## src/rtl/jt12_pkg.sv

```systemverilog
`default_nettype none
// ============================================================================
// jt12_pkg : shared prescaler mode encoding, command codes and divide ratios
// Rev 1.0
// ============================================================================
package jt12_pkg;

  typedef enum logic [1:0] {
    DIV6 = 2'd0,
    DIV3 = 2'd1,
    DIV2 = 2'd2
  } mode_e;

  localparam logic [7:0] PRESC_N6 = 8'h2D;
  localparam logic [7:0] PRESC_N3 = 8'h2E;
  localparam logic [7:0] PRESC_N2 = 8'h2F;

  localparam logic [2:0] RATIO_N6 = 3'd6;
  localparam logic [2:0] RATIO_N3 = 3'd3;
  localparam logic [2:0] RATIO_N2 = 3'd2;

  function automatic logic [2:0] mode_ratio(input mode_e m);
    case (m)
      DIV3:    mode_ratio = RATIO_N3;
      DIV2:    mode_ratio = RATIO_N2;
      default: mode_ratio = RATIO_N6;
    endcase
  endfunction

endpackage
`default_nettype wire

```

## src/rtl/jt12_presc_ctl_if.sv

```systemverilog
`default_nettype none
// ============================================================================
// jt12_presc_ctl_if : YM2612-style CPU write bus (strobes, address, data, status)
// Rev 1.0
// ============================================================================
interface jt12_presc_ctl_if;
  logic       cs_n;
  logic       wr_n;
  logic [1:0] addr;
  logic [7:0] din;
  logic [7:0] dout;

  modport master (output cs_n, output wr_n, output addr, output din, input dout);
  modport slave  (input cs_n, input wr_n, input addr, input din, output dout);
endinterface
`default_nettype wire

```

## src/rtl/jt12_cen_div.sv

```systemverilog
`default_nettype none
// ============================================================================
// jt12_cen_div : clk/6, clk/3, clk/2 clock-enable divider; mode changes only at wrap
// Rev 1.0
// ============================================================================
module jt12_cen_div
  import jt12_pkg::*;
(
  input  wire   clk,
  input  wire   rst_n,
  input  mode_e mode,
  output logic  cen
);

  mode_e      act_q;
  logic [2:0] cnt_q;
  logic [2:0] last_w;

  assign last_w = mode_ratio(act_q) - 3'd1;
  assign cen    = (cnt_q == last_w);

  // The requested mode is adopted only on wrap so every period is complete.
  always_ff @(posedge clk or negedge rst_n) begin
    if (!rst_n) begin
      cnt_q <= 3'd0;
      act_q <= DIV6;
    end else if (cen) begin
      cnt_q <= 3'd0;
      act_q <= mode;
    end else begin
      cnt_q <= cnt_q + 3'd1;
    end
  end

endmodule
`default_nettype wire

```

## src/rtl/jt12_presc_ctl.sv

```systemverilog
`default_nettype none
// ============================================================================
// jt12_presc_ctl : bus write decoder, prescaler select, busy flag, internal reset
// Rev 1.0
// ============================================================================
module jt12_presc_ctl
  import jt12_pkg::*;
#(
  parameter int BUSY_CYCLES = 32
) (
  input  wire                    clk,
  input  wire                    rst_n,
  jt12_presc_ctl_if.slave        bus,
  output logic                   set_n6,
  output logic                   set_n3,
  output logic                   set_n2,
  output logic                   cen,
  output logic                   rst_int,
  output logic                   reg_wr,
  output logic                   reg_part,
  output logic [7:0]             reg_addr,
  output logic [7:0]             reg_din
);

  localparam int BW = $clog2(BUSY_CYCLES + 1);

  logic          wr_q;
  logic          wr_last_q;
  logic [1:0]    addr_q;
  logic [7:0]    din_q;
  logic          acc_w;
  mode_e         mode_q;
  mode_e         mode_d;
  logic [BW-1:0] busy_q;
  logic [BW-1:0] busy_d;
  logic [1:0]    rst_sh_q;
  logic          reg_wr_q;
  logic          reg_part_q;
  logic [7:0]    reg_addr_q;
  logic [7:0]    reg_din_q;

  // Bus fields are registered with the strobe so the accepted write uses the
  // values present on the first strobe cycle.
  always_ff @(posedge clk or negedge rst_n) begin
    if (!rst_n) begin
      wr_q      <= 1'b0;
      wr_last_q <= 1'b0;
      addr_q    <= 2'b00;
      din_q     <= 8'h00;
    end else begin
      wr_q      <= ~bus.cs_n & ~bus.wr_n;
      wr_last_q <= wr_q;
      addr_q    <= bus.addr;
      din_q     <= bus.din;
    end
  end

  assign acc_w = wr_q & ~wr_last_q;

  always_comb begin
    mode_d = mode_q;
    if (acc_w && !addr_q[0] && !addr_q[1]) begin
      case (din_q)
        PRESC_N6: mode_d = DIV6;
        PRESC_N3: mode_d = DIV3;
        PRESC_N2: mode_d = DIV2;
        default:  mode_d = mode_q;
      endcase
    end
  end

  // A data write reloads the counter even on the cen that would empty it.
  always_comb begin
    busy_d = busy_q;
    if (acc_w && addr_q[0]) begin
      busy_d = BW'(BUSY_CYCLES);
    end else if (cen && (busy_q != '0)) begin
      busy_d = busy_q - BW'(1);
    end
  end

  always_ff @(posedge clk or negedge rst_n) begin
    if (!rst_n) begin
      mode_q     <= DIV6;
      busy_q     <= '0;
      reg_wr_q   <= 1'b0;
      reg_part_q <= 1'b0;
      reg_addr_q <= 8'h00;
      reg_din_q  <= 8'h00;
    end else begin
      mode_q   <= mode_d;
      busy_q   <= busy_d;
      reg_wr_q <= acc_w & addr_q[0];
      if (acc_w && addr_q[0]) begin
        reg_din_q <= din_q;
      end
      if (acc_w && !addr_q[0]) begin
        reg_addr_q <= din_q;
        reg_part_q <= addr_q[1];
      end
    end
  end

  always_ff @(posedge clk or negedge rst_n) begin
    if (!rst_n) begin
      rst_sh_q <= 2'b11;
    end else if (cen) begin
      rst_sh_q <= {rst_sh_q[0], 1'b0};
    end
  end

  jt12_cen_div u_cen_div (
    .clk   (clk),
    .rst_n (rst_n),
    .mode  (mode_q),
    .cen   (cen)
  );

  assign set_n6   = (mode_q == DIV6);
  assign set_n3   = (mode_q == DIV3);
  assign set_n2   = (mode_q == DIV2);
  assign rst_int  = rst_sh_q[1];
  assign reg_wr   = reg_wr_q;
  assign reg_part = reg_part_q;
  assign reg_addr = reg_addr_q;
  assign reg_din  = reg_din_q;
  assign bus.dout = {(busy_q != '0), 7'b0};

endmodule
`default_nettype wire

```

## src/flat_wrapper.sv

```systemverilog
// flat-port wrapper written by rule: the top's interface ports become plain ports
module jt12_presc_ctl_flat import jt12_pkg::*;
#(
  parameter int BUSY_CYCLES = 32
)
  (clk, rst_n, set_n6, set_n3, set_n2, cen, rst_int, reg_wr, reg_part, reg_addr, reg_din, bus_cs_n, bus_wr_n, bus_addr, bus_din, bus_dout);
  jt12_presc_ctl_if bus_i ();
  input  wire clk;
  input  wire rst_n;
  output logic set_n6;
  output logic set_n3;
  output logic set_n2;
  output logic cen;
  output logic rst_int;
  output logic reg_wr;
  output logic reg_part;
  output logic [7:0] reg_addr;
  output logic [7:0] reg_din;
  input wire logic [$bits(bus_i.cs_n)-1:0] bus_cs_n;
  input wire logic [$bits(bus_i.wr_n)-1:0] bus_wr_n;
  input wire logic [$bits(bus_i.addr)-1:0] bus_addr;
  input wire logic [$bits(bus_i.din)-1:0] bus_din;
  output wire logic [$bits(bus_i.dout)-1:0] bus_dout;
  assign bus_i.cs_n = bus_cs_n;
  assign bus_i.wr_n = bus_wr_n;
  assign bus_i.addr = bus_addr;
  assign bus_i.din = bus_din;
  assign bus_dout = bus_i.dout;
  jt12_presc_ctl #(.BUSY_CYCLES(BUSY_CYCLES)) u_core (.clk(clk), .rst_n(rst_n), .bus(bus_i), .set_n6(set_n6), .set_n3(set_n3), .set_n2(set_n2), .cen(cen), .rst_int(rst_int), .reg_wr(reg_wr), .reg_part(reg_part), .reg_addr(reg_addr), .reg_din(reg_din));
endmodule
```

## config.mk

```make
export PLATFORM = sky130hd
export DESIGN_NAME = jt12_presc_ctl_flat
export DESIGN_NICKNAME = d
export VERILOG_FILES = /design/src/rtl/jt12_pkg.sv /design/src/rtl/jt12_presc_ctl_if.sv /design/src/rtl/jt12_cen_div.sv /design/src/rtl/jt12_presc_ctl.sv /design/src/flat_wrapper.sv
export SDC_FILE = /design/constraint.sdc
export NUM_CORES = 1
export LEC_CHECK = 0
export BUFFER_PORTS_ARGS = -buffer_cell sky130_fd_sc_hd__buf_4
export CORE_ASPECT_RATIO = 1.1
export CORE_MARGIN = 1
export CORE_UTILIZATION = 52
export DETAILED_ROUTE_END_ITERATION = 6
export GPL_ROUTABILITY_DRIVEN = 0
export PLACE_DENSITY = 0.78
export SETUP_SLACK_MARGIN = 0.15
export SLEW_MARGIN = 40
export SYNTH_ARGS = -nofsm -noshare
export SYNTH_HDL_FRONTEND = slang
export SYNTH_SLANG_ARGS = --single-unit
```

## constraint.sdc

```tcl
create_clock -name clk -period 2.5 [get_ports clk]
set_clock_uncertainty 0.1 [all_clocks]
set_input_delay 0 -clock clk [delete_from_list [all_inputs] [get_ports clk]]
set_output_delay 0 -clock clk [all_outputs]
set_load 0.005 [all_outputs]
```

; ---- Yosys cells after proc, flatten, opt, wreduce, memory -nomap -nowiden
; Cells that the tools add are included.
[op_classes]
n_reduce_logical = 11
n_eq_ne = 8
muxes = 5
bitwise = 6
add_sub_neg = 3
[op_table]
columns = operator, count
row1 = equality test 8 x 6 -> 1 bit (second input constant), 3
row2 = 2-to-1 mux 6 bit, 2
row3 = case mux 2 bit (3 select lines), 1
row4 = case mux 3 bit (2 select lines), 1
row5 = nonzero test 6 bit, 1
row6 = subtractor 6 x 1 -> 6 bit (second input constant), 1
row7 = equality test 2 x 1 -> 1 bit (second input constant), 2
row8 = equality test 2 bit (second input constant), 2
row9 = logical AND 1 bit, 4
row10 = adder 3 x 1 -> 3 bit (second input constant), 1
row11 = bitwise AND 1 bit, 3
row12 = equality test 3 bit, 1
row13 = 2-to-1 mux 3 bit, 1
row14 = inverter 1 bit, 3
row15 = nonzero test 3 bit, 1
row16 = subtractor 3 x 1 -> 3 bit (second input constant), 1
row17 = logical NOT 1 bit, 2
row18 = logical NOT 2 bit, 1
row19 = AND reduction 2 bit, 1
row20 = nonzero test 2 bit, 1
[word_totals]
word_cells = 46
reg_bits = 45
output_inout_bits = 31
input_bits = 14

; ---- Longest topological paths before layout
; Gate-level depths: netlist (run 1).
[logic_depth]
word_depth = 7
mapped_depth = 7
ltp_nobuf = 6

; ---- By module
; A second synthesis (run 1) with hierarchy kept.
[hier_totals]
cells_unflattened = 158
area_unflattened_um2 = 1858.0
[by_module_without_submodules]
columns = mod, seq_area_each_um2, instances, area_per_inst_um2, cells_per_inst
row1 = jt12_presc_ctl, 1003.5, 1, 1576.5, 132
row2 = jt12_cen_div, 125.1, 1, 281.5, 26

; ---- Least setup slack after synthesis (run 1)
; No wires, ideal clock.
[synth_timing]
kind = register to register
startpoint = register u_core.busy_q[3]
endpoint = register u_core.busy_q[1]
setup_time_ns = 0.127
setup_slack_ns = 0.630
stages_incl_launch_ff = 6
arrival_time_ns = 1.642
t_required_ns = 2.273
synth_period_minus_slack_ns = 1.870
path_buffers = 1
cell_sequence = dfrtp_1 > or3_1 > or3b_1 > buf_6 > nand2_4 > mux2_1
[synth_between]
elab_chain_len = 3
[synth_rtl]
columns = item, line
row1 = "start, declared", jt12_presc_ctl.sv:34  ; logic [BW-1:0] busy_q;
row2 = "start signal, assigned", jt12_presc_ctl.sv:92  ; busy_q <= busy_d;
row3 = nonzero test 6 bit, -
row4 = net bus_dout[7], flat_wrapper.sv:23  ; output wire logic [$bits(bus_i.dout)-1:0] bus_dout;
row5 = logical AND 1 bit, jt12_presc_ctl.sv:77  ; end else if (cen && (busy_q != '0)) begin
row6 = nonzero test 2 bit (no line), -
; The timed path passes the listed nets, and every way through them passes these cells.
; A chain may end at the register's enable or synchronous reset.

; ---- Worst setup path in the final report (run 1)
[layout_timing]
startpoint = register u_core.u_cen_div.act_q[0]
endpoint = output port cen
[layout_between]
elab_chain_len = 4
word_cells_on_any_way = 5
classes_between = 1 x add/sub / 3 x eq/ne / 1 x mux
[layout_rtl]
columns = item, line
row1 = "start, declared", jt12_cen_div.sv:15  ; mode_e act_q;
row2 = "start signal, assigned", jt12_cen_div.sv:29  ; act_q <= mode;
row3 = equality test 2 bit / equality test 2 x 1 -> 1 bit (equally long branches), jt12_pkg.sv:23  ; case (m)
row4 = case mux 3 bit (2 select lines) (*), jt12_pkg.sv:23
row5 = subtractor 3 x 1 -> 3 bit (*), jt12_cen_div.sv:19  ; assign last_w = mode_ratio(act_q) - 3'd1;
row6 = equality test 3 bit (*), jt12_cen_div.sv:20  ; assign cen = (cnt_q == last_w);
row7 = "end, declared", flat_wrapper.sv:13  ; output logic cen;
; Every way passes the cells marked *; elsewhere a longest branch is shown, timed or not.

==> run summary, run 1 <==
CTS HTree Levels -> 2
grt ovf -> 0
Post-Syn Area -> 0.00184 sq mm
status -> finished, final reports clean
P per Cell Area -> 787 mW/mm^2
number of port buffers -> 37
commonest non-fill, non-tap cell in the layout -> dfrtp_1
Routed WL per cell -> 13.6 um
post-DP HPWL -> 2.37 mm
DRT Pass-1 Iters -> 4
commonest non-fill, non-tap cells in the layout -> 43 x dfrtp_1, 39 x buf_4, 31 x nand2_1
Slew Viols, Final -> 0
crit-path cells -> ha_1 -> or3b_1 -> a21oi_4 -> buf_4
Worst Tran Pin Value -> 0.537 ns
Sequential Power Share -> 51.2%
initial drt markers -> 114
syn_area_per_cell -> 11.9 sq um
sw frac -> 30.8%
worst path bufs/invs -> 1
ys flop type -> dfrtp_1
clk buf depth -> 2
Ys Warns -> 0
library cells used by synthesis -> 32
synthesized instance count -> 155
clock tree from TritonCTS -> done
RSZ-0062 raised after global routing -> no
Final nets -> 226
pre-CTS WS -> 0.404 ns
max cap viols -> 0
Hold Vio Cnt, Final -> 0
Top Ports -> 45
number of synthesized flops with an enable pin -> 0
clk slew on worst S/H paths -> 0.12 ns
largest net degree at the start of global routing -> 46
initial core utilization -> 54.8%
clock sink count -> 45
initial antenna violation count -> 0
P_int -> 0.00126 W
post-synthesis sequential area ratio -> 61.4%
CP peak stage delay -> 0.43 ns
Seq cells post-synth -> 45
Tot GR Track Use -> 20.9%
Die Area -> 0.00378 sq mm
CP arrival -> 2.02 ns
Crit path max-delay family -> compound AO/OA/AOI/OAI gates
Layout Area Growth over Synthesis -> 26.1%
slowest stage cell, crit path -> a21oi_4
post-layout minimum cycle time -> 2.12 ns
kind of end point of the critical path -> output pin
first-pass GRT wire length -> 5.75 mm
DR vias -> 1285
Sw Pwr -> 0.000563 W
Final TNS setup -> 0 ns
Critical Path RT -> 2.40 ns
crit path kind -> flop to output pin
Setup WS post-layout -> 0.382 ns
clk_lat worst skew -> 0.35 ns
Worst Setup Start Kind -> flop
combinational power share -> 29.3%
Slew headroom -> 64.2%
ratio of cells with drive above 1 in the final layout -> 30.1%
worst hold path type -> primary input to async pin
Final period util -> 84.7%
# diodes -> 0
Finish-stage setup viols -> 0
clk root buf -> clkbuf_4
Clk pwr share -> 19.5%
leakage -> 1.16 nW
core area -> 0.00336 sq mm
DRC viols -> 0
vias in the first global route -> 1353
Synth async-reset ratio -> 100%
vias per cell -> 5.00
cts repair resizes -> 0
Fmax achieved -> 472 MHz
Inserted Clock Buffers -> 5
Peak VDD IR -> 471 uV
post-detailed-route count of antenna-violating nets -> 0
final wirelength -> 3.49 mm
FP Rows -> 22
die width -> 58.7 um
Die Ht -> 64.4 um
crit-path max FO -> 17
flip-flops by register name (all words and copies together), names as in the netlist:
signal	count
u_core.reg_wr	1
u_core.din_q	8
u_core.reg_addr	8
u_core.busy_q	6
u_core.wr_last_q	1
u_core.mode_q	2
u_core.addr_q	2
u_core.reg_part	1
u_core.wr_q	1
u_core.reg_din	8
u_core.rst_sh_q	2
u_core.u_cen_div.act_q	2
u_core.u_cen_div.cnt_q	3
cells by family (layout without fill, tap and decap cells):
group	after synthesis	count (layout)	synth area share (%)
AO/OA/AOI/OAI	8	8	3.67
XOR/XNOR	2	2	0.953
adder cells (fa/ha/maj)	4	4	2.72
buffers and inverters	17	65	5.58
flip-flops	45	45	61.4
multiplexers	16	16	9.59
other	1	7	0.204
AND/OR/NAND/NOR	62	62	15.9
final cells by class:
type                       instances  area (sq um)
tap                               48          60.1
sequential                        45          1130
clock buffer                       8          58.8
timing repair buffer              52           423
multi-input combinational         99           631
fill                             261          1040
inverter                           5          18.8
synthesized netlist by cell type, types with 3 or more instances:
cell type,number,area [sq um]
nand2_1,31,116
inv_1,5,18.8
mux2i_1,3,30.0
a31oi_1,3,18.8
nor2b_1,3,18.8
dfrtp_1,43,1080
nand4_1,3,18.8
nor2_1,12,45.0
buf_4,8,60.1
mux2_2,12,135
ha_1,4,50.1
what timing repair did:
item | 4_1_cts | 5_1_grt
setup buffers | 0 | 0
hold endpoints to repair | 56 | 0
hold buffers | 13 | 0
per-stage QoR:
stage | std cells | util [%] | total power (W) | hold slack, ns | instance area (sq um)
3_3_place_gp | 236 | 63.5 | 0.00141 | -0.0857 | 2130
2_1_floorplan | 161 | - | 0.00127 | -0.396 | 1860
4_1_cts | 257 | 69.1 | 0.00184 | 0.0776 | 2320
3_5_place_dp | 236 | 63.5 | 0.00147 | -0.0755 | 2130
5_1_grt | 257 | 69.1 | 0.00194 | 0.119 | 2320
6_report | 257 | 69.1 | 0.00183 | 0.0692 | 2320
layer usage:
layer / share of wire [%] / GRT usage, % / up-vias
li1: - / - / 605
met1: 39 / 22.6 / 622
met2: 54 / 37.8 / 50
met3: 5.5 / 6.28 / 8
met4: 1.4 / 7.74 / 0
met5: 0 / 0 / -
worst register-to-register path, cell delays in order, from the launching register on:
cell     delay, ns
dfrtp_1       0.40
ha_1          0.22
or3b_1        0.42
a21oi_4       0.43
a31oi_1       0.18
a41o_2        0.26
worst paths after layout:
| path | start | endpoint | slack [ns] | cells past startpoint |
|---|---|---|---|---|
| max | u_core.u_cen_div.act_q[0] | cen | 0.38 | 4 |
| min | rst_n | u_core.addr_q[0] | 0.07 | 2 |
| max reg2reg | u_core.u_cen_div.act_q[0] | u_core.busy_q[3] | 0.39 | 5 |
| min reg2reg | u_core.wr_q | u_core.wr_last_q | 0.31 | 0 |
| max in group asynchronous | rst_n | u_core.reg_addr[1] | 1.86 | 2 |
| min in group clk | bus_addr[0] | u_core.addr_q[0] | 0.19 | 2 |
power groups by stage:
stage               combinational (W)  sequential (W)  clock (W)
finish                       0.000535        0.000935   0.000356
global route                 0.000596        0.000949   0.000396
CTS                          0.000540        0.000934   0.000361
detailed placement           0.000522        0.000948          0
global placement             0.000473        0.000939          0
floorplan                    0.000335        0.000932          0
(Power assumes the default switching activity.)
==> inputs of run 2 (changes only) <==
--- a/config.mk
+++ b/config.mk
@@ -5,6 +5,7 @@
 export SDC_FILE = /design/constraint.sdc
 export NUM_CORES = 1
 export LEC_CHECK = 0
+export ABC_AREA = 1
 export BUFFER_PORTS_ARGS = -buffer_cell sky130_fd_sc_hd__buf_4
 export CORE_ASPECT_RATIO = 1.1
 export CORE_MARGIN = 1
==> constraint.sdc (replaced) <==
create_clock -name clk -period 2.2 [get_ports clk]
set_clock_uncertainty 0.1 [all_clocks]
set_input_delay 0 -clock clk [delete_from_list [all_inputs] [get_ports clk]]
set_output_delay 0 -clock clk [all_outputs]
set_load 0.005 [all_outputs]
==> run 2 against run 1 <==
  * Via count rose by 11%
  * Synthesized cell count rose by 26%
  * Hold slack improved by 0.0024 ns
  * Final area rose by 4.3%
  * Sequential power rose by 17%
  * Cell count rose by 16%
  * Count of clock-buffer cells in the layout fell by 1
  * Wire length fell by 2.2%
  * Global-route usage fell by 1.1 points
  * Non-clock buffer count fell by 2
  * First-iteration DRC count fell by 61%
  * Power rose by 29%
  * Critical endpoint unchanged
  * Largest cell class unchanged
  * Highest routed layer unchanged
==> run summary, run 2 <==
status -> finished, final reports clean
Final period util -> 85.4%
Top Ports -> 45
clock sink count -> 45
core area -> 0.00344 sq mm
largest net degree at the start of global routing -> 46
initial drt markers -> 45
Critical Path RT -> 2.10 ns
Routed WL per cell -> 11.5 um
P per Cell Area -> 972 mW/mm^2
WHS -> 0.0716 ns
leakage -> 1.27 nW
Slew headroom -> 63.7%
first-pass GRT wire length -> 5.58 mm
r2r endpoint -> u_core.u_cen_div.cnt_q[0]
initial antenna violation count -> 0
commonest non-fill, non-tap cells in the layout -> 45 x nand2_1, 43 x dfrtp_1, 37 x buf_4
Finish-stage setup viols -> 0
Layout Area Growth over Synthesis -> 26.2%
commonest non-fill, non-tap cell in the layout -> nand2_1
Design Area, Final -> 0.00242 sq mm
Sw Pwr -> 0.000762 W
crit path kind -> flop to output pin
Worst Tran Pin Value -> 0.544 ns
sw frac -> 32.4%
Final nets -> 266
number of synthesized flops with an enable pin -> 0
clk_lat worst skew -> 0.35 ns
Post-synth top cells -> 45 x nand2_1, 43 x dfrtp_1, 24 x inv_1
number of port buffers -> 37
worst r2r src -> u_core.u_cen_div.act_q[0]
DR vias -> 1425
top area cells in the synthesized netlist -> dfrtp_1 56%, nand2_1 8.8%, inv_1 4.7%
Slew Viols, Final -> 0
clk slew on worst S/H paths -> 0.13 ns
grt ovf -> 0
crit-path max FO -> 7
vias in the first global route -> 1351
Die Ht -> 65.7 um
synthesized instance count -> 195
die width -> 59.9 um
library cells used by synthesis -> 29
crit path to -> cen
max cap viols -> 0
# diodes -> 0
Post-CTS Setup Repair Bufs -> 0
clk buf depth -> 2
FF-to-FF setup slack -> 0.66 ns
Fmax achieved -> 532 MHz
DRT Pass-1 Iters -> 6
Core Util, Final -> 70.3%
post-layout minimum cycle time -> 1.88 ns
worst-case reg-to-reg path depth -> 5
Worst setup startpoint -> u_core.u_cen_div.act_q[0]
Seq cells post-synth -> 45
DRC viols -> 0
Post-Syn Area -> 0.00192 sq mm
cell taking the most area after synthesis -> dfrtp_1
syn_area_per_cell -> 9.83 sq um
CTS HTree Levels -> 2
vias per cell -> 4.80
combinational power share -> 31.6%
RSZ-0062 raised after global routing -> no
post-synthesis sequential area ratio -> 58.9%
Die Area -> 0.00393 sq mm
Final TNS setup -> 0 ns
kind of end point of the critical path -> output pin
Tot GR Track Use -> 19.8%
Peak VDD IR -> 601 uV
Hold Vio Cnt, Final -> 0
Synth top area share -> 56.1%
CP arrival -> 1.78 ns
post-detailed-route count of antenna-violating nets -> 0
cts repair resizes -> 0
non-filler cells, final -> 297
P_int -> 0.00159 W
ys flop type -> dfrtp_1
Cell Area, Placed -> 0.00220 sq mm
Worst Setup Start Kind -> flop
final wirelength -> 3.41 mm
Clk pwr share -> 22.1%
initial core utilization -> 55.7%
Placed Cells -> 276
clock tree from TritonCTS -> done
clk root buf -> clkbuf_4
FP Rows -> 22
count leader, synth -> nand2_1
Sequential Power Share -> 46.3%
worst hold path type -> primary input to async pin
Synth async-reset ratio -> 100%
Inserted Clock Buffers -> 5
Ys Warns -> 0
ratio of cells with drive above 1 in the final layout -> 22.5%
post-DP HPWL -> 2.19 mm
==> run 2: cell count changes after synthesis, sizes merged, moves of 3 or more <==
cell / previous run / this run
a31oi: 3 / 0
inv: 5 / 25
mux2: 13 / 0
mux2i: 3 / 0
nand2: 32 / 47
nand3: 0 / 14
nor2b: 3 / 0
o21ai: 2 / 19
==> run 2: worst min path at each step <==
| stage | end | cells past startpoint | start |
|---|---|---|---|
| after floorplan | u_core.addr_q[0] | 0 | rst_n |
| after global placement | u_core.reg_wr | 1 | rst_n |
| after detailed placement | u_core.reg_wr | 1 | rst_n |
| after CTS | u_core.busy_q[2] | 2 | rst_n |
| after global routing | u_core.u_cen_div.cnt_q[2] | 2 | rst_n |
| final | u_core.busy_q[2] | 2 | rst_n |
==> run 2: worst max-delay path, cell delays in order (launching register included) <==
cell,delay [ns]
dfrtp_1,0.40
ha_1,0.33
xnor2_2,0.26
nand2_2,0.14
inv_1,0.15
buf_4,0.13
==> run 2: power by group through the flow <==
| stage | registers (W) | clock network, W | logic, W |
|---|---|---|---|
| finish | 0.00109 | 0.000520 | 0.000743 |
| global route | 0.00111 | 0.000563 | 0.000841 |
| CTS | 0.00109 | 0.000534 | 0.000749 |
| floorplan | 0.00108 | 0 | 0.000504 |
| detailed placement | 0.00110 | 0 | 0.000729 |
| global placement | 0.00110 | 0 | 0.000711 |
==> run 2: metal layers <==
layer / up-vias / GRT usage (%) / share of wire, %
met5: - / 0 / 0
met4: 0 / 6.69 / 1.7
met3: 6 / 6.69 / 4.2
met2: 39 / 34.7 / 51
met1: 676 / 22.1 / 43
li1: 704 / - / -
==> run 2: kinds of logic after synthesis <==
kind of cell / Yosys count / share of synthesized area (%)
AND/OR/NAND/NOR: 84 / 21.7
other: 1 / 0.196
adder cells (fa/ha/maj): 4 / 2.61
buffers and inverters: 35 / 8.75
XOR/XNOR: 3 / 1.76
flip-flops: 45 / 58.9
AO/OA/AOI/OAI: 23 / 6.14
==> run 2: final cells by class <==
cell class	instances	area (sq um)
multi-input cells	121	643
well taps	48	60.1
inverters	25	93.8
clock inverters	1	30.0
clock buffers	7	55.1
flip-flops and latches	45	1130
repair buffers	50	408
fillers	270	1020
==> run 2: metrics by stage <==
step / power, W / setup WS, ns
after floorplan: 0.00158 / 0.764
after global placement: 0.00181 / 0.718
after detailed placement: 0.00183 / 0.658
after CTS: 0.00237 / 0.301
after global routing: 0.00251 / 0.211
final: 0.00235 / 0.322
==> run 2: repair_timing <==
action,CTS,global route
setup endpoints to repair,0,0
hold endpoints to repair,56,0
hold buffers,13,0
